<file path="src/rtl/mips_defs.sv">
// Shared encodings for the MIPS ID stage: opcodes, funct codes, ALU control,
// PC source selection and the decoded-control bundle.
package mips_defs;

  localparam logic [5:0] OP_RTYPE = 6'h00;
  localparam logic [5:0] OP_LW    = 6'h23;
  localparam logic [5:0] OP_SW    = 6'h2B;
  localparam logic [5:0] OP_ADDI  = 6'h08;
  localparam logic [5:0] OP_BEQ   = 6'h04;
  localparam logic [5:0] OP_BNE   = 6'h05;
  localparam logic [5:0] OP_J     = 6'h02;

  localparam logic [5:0] FN_ADD = 6'h20;
  localparam logic [5:0] FN_SUB = 6'h22;
  localparam logic [5:0] FN_AND = 6'h24;
  localparam logic [5:0] FN_OR  = 6'h25;
  localparam logic [5:0] FN_SLT = 6'h2A;

  typedef enum logic [3:0] {
    ALU_AND = 4'b0000,
    ALU_OR  = 4'b0001,
    ALU_ADD = 4'b0010,
    ALU_SUB = 4'b0110,
    ALU_SLT = 4'b0111
  } alu_ctrl_e;

  typedef enum logic [1:0] {
    PC_SEQ    = 2'b00,
    PC_BRANCH = 2'b01,
    PC_JUMP   = 2'b10
  } pc_src_e;

  // Control bits that travel down the pipeline in ID/EX.
  typedef struct packed {
    logic      reg_write;
    logic      mem_to_reg;
    logic      mem_read;
    logic      mem_write;
    logic      alu_src;
    logic      reg_dst;
    alu_ctrl_e alu_ctrl;
  } ex_ctrl_t;

  // Full decode result; branch/jump/rt_src are consumed inside ID only.
  typedef struct packed {
    ex_ctrl_t ex;
    logic     branch;
    logic     bne;
    logic     jump;
    logic     rt_src;
  } dec_t;

  function automatic dec_t decode(input logic [5:0] op, input logic [5:0] funct);
    dec_t d;
    d = '0;
    case (op)
      OP_RTYPE: begin
        d.ex.reg_write = 1'b1;
        d.ex.reg_dst   = 1'b1;
        d.rt_src       = 1'b1;
        case (funct)
          FN_ADD:  d.ex.alu_ctrl = ALU_ADD;
          FN_SUB:  d.ex.alu_ctrl = ALU_SUB;
          FN_AND:  d.ex.alu_ctrl = ALU_AND;
          FN_OR:   d.ex.alu_ctrl = ALU_OR;
          FN_SLT:  d.ex.alu_ctrl = ALU_SLT;
          default: d = '0;
        endcase
      end
      OP_LW: begin
        d.ex.reg_write  = 1'b1;
        d.ex.mem_to_reg = 1'b1;
        d.ex.mem_read   = 1'b1;
        d.ex.alu_src    = 1'b1;
        d.ex.alu_ctrl   = ALU_ADD;
      end
      OP_SW: begin
        d.ex.mem_write = 1'b1;
        d.ex.alu_src   = 1'b1;
        d.ex.alu_ctrl  = ALU_ADD;
        d.rt_src       = 1'b1;
      end
      OP_ADDI: begin
        d.ex.reg_write = 1'b1;
        d.ex.alu_src   = 1'b1;
        d.ex.alu_ctrl  = ALU_ADD;
      end
      OP_BEQ: begin
        d.ex.alu_ctrl = ALU_SUB;
        d.branch      = 1'b1;
        d.rt_src      = 1'b1;
      end
      OP_BNE: begin
        d.ex.alu_ctrl = ALU_SUB;
        d.branch      = 1'b1;
        d.bne         = 1'b1;
        d.rt_src      = 1'b1;
      end
      OP_J:    d.jump = 1'b1;
      default: d = '0;
    endcase
    return d;
  endfunction

endpackage

</file>
<file path="src/rtl/reg_file.sv">
// 32-entry register file: two combinational read ports with write-through
// bypass from the single write port; register 0 is hardwired to zero.
module reg_file #(
  parameter int DATA_W     = 32,
  parameter int REG_ADDR_W = 5
) (
  input  logic                  clk,
  input  logic                  rst,
  input  logic                  we,
  input  logic [REG_ADDR_W-1:0] waddr,
  input  logic [DATA_W-1:0]     wdata,
  input  logic [REG_ADDR_W-1:0] raddr1,
  input  logic [REG_ADDR_W-1:0] raddr2,
  output logic [DATA_W-1:0]     rdata1,
  output logic [DATA_W-1:0]     rdata2
);

  localparam int DEPTH = 1 << REG_ADDR_W;

  logic [DATA_W-1:0] mem [DEPTH];

  // NOTE: this array is reset so the architectural state starts at zero; that
  // forces flops rather than a RAM macro, which is acceptable at 32 entries.
  always_ff @(posedge clk or negedge rst) begin
    if (!rst) begin
      for (int i = 0; i < DEPTH; i++) mem[i] <= '0;
    end else if (we && waddr != '0) begin
      // NOTE: non-blocking so every reader in this edge sees the old value.
      mem[waddr] <= wdata;
    end
  end

  // A nonzero read index implies a nonzero write index on a bypass hit.
  assign rdata1 = (raddr1 == '0)            ? '0    :
                  (we && raddr1 == waddr)   ? wdata : mem[raddr1];
  assign rdata2 = (raddr2 == '0)            ? '0    :
                  (we && raddr2 == waddr)   ? wdata : mem[raddr2];

endmodule

</file>
<file path="src/rtl/id_stage.sv">
// MIPS Instruction Decode stage: decode, register read, hazard detection,
// branch/jump resolution in ID and the ID/EX pipeline register.
module id_stage
  import mips_defs::*;
#(
  parameter int DATA_W     = 32,
  parameter int REG_ADDR_W = 5
) (
  input  logic                  clk,
  input  logic                  rst,
  input  logic [DATA_W-1:0]     IF_ID_next_i_addr,
  input  logic [DATA_W-1:0]     IF_ID_instruction,
  input  logic                  wb_reg_write,
  input  logic [REG_ADDR_W-1:0] wb_write_reg,
  input  logic [DATA_W-1:0]     wb_write_data,
  input  logic                  ex_mem_mem_read,
  input  logic [REG_ADDR_W-1:0] ex_mem_write_reg,
  output logic                  pc_write,
  output logic                  if_id_write_en,
  output logic [1:0]            pc_source,
  output logic [DATA_W-1:0]     branch_addr,
  output logic [DATA_W-1:0]     jump_addr,
  output logic [DATA_W-1:0]     ID_EX_next_i_addr,
  output logic [DATA_W-1:0]     ID_EX_reg_data1,
  output logic [DATA_W-1:0]     ID_EX_reg_data2,
  output logic [DATA_W-1:0]     ID_EX_sign_ext_imm,
  output logic [REG_ADDR_W-1:0] ID_EX_rs,
  output logic [REG_ADDR_W-1:0] ID_EX_rt,
  output logic [REG_ADDR_W-1:0] ID_EX_rd,
  output logic                  ID_EX_reg_write,
  output logic                  ID_EX_mem_to_reg,
  output logic                  ID_EX_mem_read,
  output logic                  ID_EX_mem_write,
  output logic                  ID_EX_alu_src,
  output logic                  ID_EX_reg_dst,
  output logic [3:0]            ID_EX_alu_ctrl
);

  logic [5:0]            op;
  logic [5:0]            funct;
  logic [REG_ADDR_W-1:0] rs, rt, rd;
  logic [15:0]           imm16;
  logic [DATA_W-1:0]     sign_ext;
  logic [DATA_W-1:0]     rd1, rd2;
  logic [REG_ADDR_W-1:0] ex_dest;
  dec_t                  dec;
  ex_ctrl_t              id_ex_ctrl_q;
  logic                  squash_q;
  logic                  load_use, branch_hazard, stall, bubble;
  pc_src_e               pc_src;

  assign op       = IF_ID_instruction[31:26];
  assign rs       = IF_ID_instruction[25:21];
  assign rt       = IF_ID_instruction[20:16];
  assign rd       = IF_ID_instruction[15:11];
  assign funct    = IF_ID_instruction[5:0];
  assign imm16    = IF_ID_instruction[15:0];
  assign sign_ext = {{(DATA_W-16){imm16[15]}}, imm16};
  assign dec      = decode(op, funct);

  reg_file #(.DATA_W(DATA_W), .REG_ADDR_W(REG_ADDR_W)) u_reg_file (
    .clk    (clk),
    .rst    (rst),
    .we     (wb_reg_write),
    .waddr  (wb_write_reg),
    .wdata  (wb_write_data),
    .raddr1 (rs),
    .raddr2 (rt),
    .rdata1 (rd1),
    .rdata2 (rd2)
  );

  assign branch_addr = IF_ID_next_i_addr + {sign_ext[DATA_W-3:0], 2'b00};
  assign jump_addr   = {IF_ID_next_i_addr[DATA_W-1:DATA_W-4], IF_ID_instruction[25:0], 2'b00};

  // A load in EX cannot forward to the next instruction, so it must wait.
  assign load_use = id_ex_ctrl_q.mem_read && ID_EX_rt != '0 &&
                    (ID_EX_rt == rs || (dec.rt_src && ID_EX_rt == rt));

  // Branches compare in ID, so their operands must already be in the file.
  assign ex_dest = id_ex_ctrl_q.reg_dst ? ID_EX_rd : ID_EX_rt;
  assign branch_hazard = dec.branch && (
      (id_ex_ctrl_q.reg_write && ex_dest != '0 && (ex_dest == rs || ex_dest == rt)) ||
      (ex_mem_mem_read && ex_mem_write_reg != '0 &&
       (ex_mem_write_reg == rs || ex_mem_write_reg == rt)));

  // NOTE: every output of this block gets a default first so no latch forms.
  always_comb begin
    stall  = 1'b0;
    pc_src = PC_SEQ;
    if (!squash_q) begin
      stall = load_use || branch_hazard;
      if (!stall) begin
        if (dec.jump)
          pc_src = PC_JUMP;
        else if (dec.branch && (dec.bne ^ (rd1 == rd2)))
          pc_src = PC_BRANCH;
      end
    end
  end

  assign bubble         = squash_q || stall;
  assign pc_write       = !stall;
  assign if_id_write_en = !stall;
  assign pc_source      = pc_src;

  always_ff @(posedge clk or negedge rst) begin
    if (!rst) begin
      squash_q           <= 1'b0;
      id_ex_ctrl_q       <= '0;
      ID_EX_next_i_addr  <= '0;
      ID_EX_reg_data1    <= '0;
      ID_EX_reg_data2    <= '0;
      ID_EX_sign_ext_imm <= '0;
      ID_EX_rs           <= '0;
      ID_EX_rt           <= '0;
      ID_EX_rd           <= '0;
    end else begin
      squash_q           <= (pc_src != PC_SEQ);
      id_ex_ctrl_q       <= bubble ? '0 : dec.ex;
      ID_EX_next_i_addr  <= IF_ID_next_i_addr;
      ID_EX_reg_data1    <= rd1;
      ID_EX_reg_data2    <= rd2;
      ID_EX_sign_ext_imm <= sign_ext;
      ID_EX_rs           <= rs;
      ID_EX_rt           <= rt;
      ID_EX_rd           <= rd;
    end
  end

  assign ID_EX_reg_write  = id_ex_ctrl_q.reg_write;
  assign ID_EX_mem_to_reg = id_ex_ctrl_q.mem_to_reg;
  assign ID_EX_mem_read   = id_ex_ctrl_q.mem_read;
  assign ID_EX_mem_write  = id_ex_ctrl_q.mem_write;
  assign ID_EX_alu_src    = id_ex_ctrl_q.alu_src;
  assign ID_EX_reg_dst    = id_ex_ctrl_q.reg_dst;
  assign ID_EX_alu_ctrl   = id_ex_ctrl_q.alu_ctrl;

endmodule

</file>
<file path="config.mk">
export PLATFORM = sky130hd
export DESIGN_NAME = id_stage
export DESIGN_NICKNAME = d
export VERILOG_FILES = /design/src/rtl/mips_defs.sv /design/src/rtl/reg_file.sv /design/src/rtl/id_stage.sv
export SDC_FILE = /design/constraint.sdc
export NUM_CORES = 2
export LEC_CHECK = 0
export CAP_MARGIN = 25
export CELL_PAD_IN_SITES_DETAIL_PLACEMENT = 2
export CELL_PAD_IN_SITES_GLOBAL_PLACEMENT = 2
export CORE_MARGIN = 2
export CORE_UTILIZATION = 47
export DETAILED_ROUTE_END_ITERATION = 8
export PLACE_DENSITY_LB_ADDON = 0.1
export SETUP_SLACK_MARGIN = 0.5
export SYNTH_ARGS = -nofsm -noshare
export SYNTH_HDL_FRONTEND = slang
export SYNTH_SLANG_ARGS = --single-unit
</file>
<file path="constraint.sdc">
create_clock -name clk -period 7.7 [get_ports clk]
set_input_delay 1.54 -clock clk [delete_from_list [all_inputs] [get_ports clk]]
set_output_delay 1.54 -clock clk [all_outputs]
set_load 0.01 [all_outputs]
</file>
==> out/results.ini <==
[status]
status=complete, no violations

[synth]
synth_common_cells=dfrtp_1, mux2_2, mux4_2
yosys.area.top_type=dfrtp_1
synth_cell_types=81
synthArstFlopShare_pct=100.0
syn_area_per_cell_um2=14.30
synth_area_um2=61610
yosys.cell_count.top_type=dfrtp_1
syn-instance-count=4310
yosys_warnings=0
synth_top_area_share_pct=46.91
synth.yosys.seq_area_share_pct=46.91
synth_seq_cells=1155
synth_edf_count=0
synthTopCellsByArea=dfrtp_1, mux2_2, mux4_2, mux2i_1, clkbuf_1
ys.flop_type=dfrtp_1

[layout]
areaGrowthSynthToFinish_pct=18.51
fillers=11420
utilization_pct=56.25
post-route-cell-area_um2=73020
final_nets=4780
drive_above_1_share_pct=45.29
layout.cells.non_filler=6493

[floorplan]
rows=132
die_area_um2=134000
dieWidth_um=366.1
initial_core_util_pct=47.46
die_y_um=366.1
pin_count=331
core-area_um2=129800

[timing]
min_period_ns=7.262
worst_pin_slew_ns=1.170
maxSlewViolCount=0
skew_ns=0.03596
fin_crit_sh_pct=94.31
setup_slack_ns=0.4378
rsz0062_at_grt=no
finalHoldViolCount=0
relSlewSlack_pct=21.81
holdWs_ns=0.3989
clock.fmax_mhz=137.7
fin_setup_tns_ns=0
setup_violations=0

[worst_setup_path]
crit_buf_inv=6
rr_worst_depth=13
start_kind=input port
crit_type=in2out
cp.depth=16
critPathSlowestCell=nor4_4
end_kind=primary output
cp_cell_sequence=buf_4 -> buf_4 -> nor2_4 -> and2_1 -> a21oi_4 -> buf_4 -> buf_4 -> a32o_1 -> xor2_1 -> a21o_1 -> nor4bb_1 -> nand4b_1 -> nor4_4 -> buf_4 -> mux2i_1 -> clkbuf_2
path_delay_family=simple AND/OR/NAND/NOR gates
crit_fanout=14
max_stage_delay_ns=0.50
crit_required_ns=6.16
crit_top_cell=buf_4
crit_arrival_ns=5.72

[clock_network]
root_buffer=clkbuf_16
insertion_delay_ns=0.82
h-tree-depth=4
clkSlewWorstSetupHoldPaths_ns=0.05
cts_tree=built
cts.sinks=1155
clk_path_buf_depth=3
cts-buffers-inserted=137
hold_buffers=0

[routing]
drtPass1Iterations=5
drc=0
drt-initial-drc-count=5373
vias=46120
wl_per_cell_um=41.81
antenna_left=0
drt-vias-per-instance=7.103
totalWireLength_um=271400

[global_route]
grt_pass1_wl_um=387000
grt_pass1_vias=49870
grt_antenna_before_repair=16
grt_max_degree=160
grt.total_usage_pct=40.22
overflow=0

[place]
io_buffers=327
place_ws_ns=-0.3270
hpwlAfterDp_um=160800
placedInstanceArea_um2=67690
gp_congestion=0.8733
placed_cells=6212

[power_and_ir_drop]
p_leak_nw=31.63
powerDensity_nw_per_um2=264.8
peakVddDrop_mv=0.2156
finalPower_mw=19.34

[job]
cap_violations=0

[min_path]
hold_class=reg2reg
hold-path-cell-count=0

where the power goes:
part | leakage (nW) | switching, mW | internal [mW] | total, mW
clock | 2.23 | 2.80 | 3.88 | 6.69
combinational | 14.7 | 2.09 | 2.39 | 4.48
sequential | 14.7 | 1.00 | 7.17 | 8.17
total | 31.6 | 5.89 | 13.4 | 19.3
registers in the layout, indices dropped and copies added (netlist names):
register,count
ID_EX_mem_read,1
ID_EX_rt,5
ID_EX_reg_dst,1
ID_EX_next_i_addr,32
u_reg_file.mem,1024
ID_EX_mem_write,1
ID_EX_sign_ext_imm,11
ID_EX_reg_write,1
ID_EX_reg_data1,32
squash_q,1
ID_EX_reg_data2,32
ID_EX_alu_ctrl,3
ID_EX_rs,5
ID_EX_rd,5
ID_EX_alu_src,1
routing by layer:
layer / up-vias / GRT usage, % / wire length [um]
met4: 10 / 21.18 / 15540
met3: 855 / 9.211 / 25470
met2: 2944 / 61.43 / 125000
li1: 17120 / - / -
met5: - / 0 / 125
met1: 25190 / 53.73 / 105300
logic make-up after synthesis:
logic type,after synthesis,synth area share [%]
adder cells (fa/ha/maj),30,0.6214
AND/OR/NAND/NOR,378,3.125
multiplexers,1657,38.01
AO/OA/AOI/OAI,485,5.627
flip-flops,1155,46.91
other,1,0.006087
buffers and inverters,511,4.376
XOR/XNOR,93,1.322
cell type report:
class | count | area (um^2) | area share (%)
inverter | 20 | 75.07 | 0.1028
multi-input combinational | 2646 | 30490 | 41.76
sequential | 1155 | 28900 | 39.58
tap | 1742 | 2180 | 2.985
clock buffer | 211 | 4155 | 5.691
timing repair buffer | 680 | 6862 | 9.397
clock inverter | 35 | 341.6 | 0.4678
antenna | 4 | 10.01 | 0.01371
final timing paths:
kind / end / slack (ns) / startpoint
setup / recovery: pc_source[0] / 0.44 / IF_ID_instruction[18]
hold / removal: u_reg_file.mem[1000] / 0.40 / u_reg_file.mem[1000]
setup reg to reg: squash_q / 3.49 / u_reg_file.mem[53]
hold reg to reg: u_reg_file.mem[1000] / 0.40 / u_reg_file.mem[1000]
max in group asynchronous: ID_EX_next_i_addr[29] / 4.96 / rst
min in group asynchronous: u_reg_file.mem[452] / 0.76 / rst
worst reg2reg max path: stages, from the launching register on:
cell	delay, ns
dfrtp_1	0.44
mux4_2	0.51
mux4_2	0.57
o211ai_1	0.16
o221ai_2	0.15
buf_4	0.17
nor4_2	0.33
o221ai_2	0.23
nor4_2	0.28
nand4b_1	0.18
nor4_4	0.50
buf_4	0.23
mux2i_1	0.10
or2_1	0.24
placed cells by master, fill, tap and decap left out, types with 21 or more instances in the layout:
cell / instances
xor2_1: 37
clkinv_2: 21
nand3_1: 38
dfrtp_1: 1155
mux4_2: 436
nor2_1: 64
buf_4: 294
mux2_2: 1035
clkdlybuf4s50_1: 309
clkbuf_8: 30
a22oi_1: 81
mux2i_1: 179
a21oi_1: 67
a211oi_1: 22
a21o_1: 22
o21ai_0: 46
ha_1: 29
o221ai_1: 23
clkbuf_16: 145
nand2_1: 68
xnor2_1: 51
nor3_1: 27
buf_12: 39
o22ai_1: 48
clkbuf_1: 37
what timing repair did:
action	CTS	global route
endpoints found under the setup margin	7	11
cloned	6	1
setup buffers	12	11
pin swaps	5	8
resized for setup	52	37
Power figures use the tool's default switching activity.
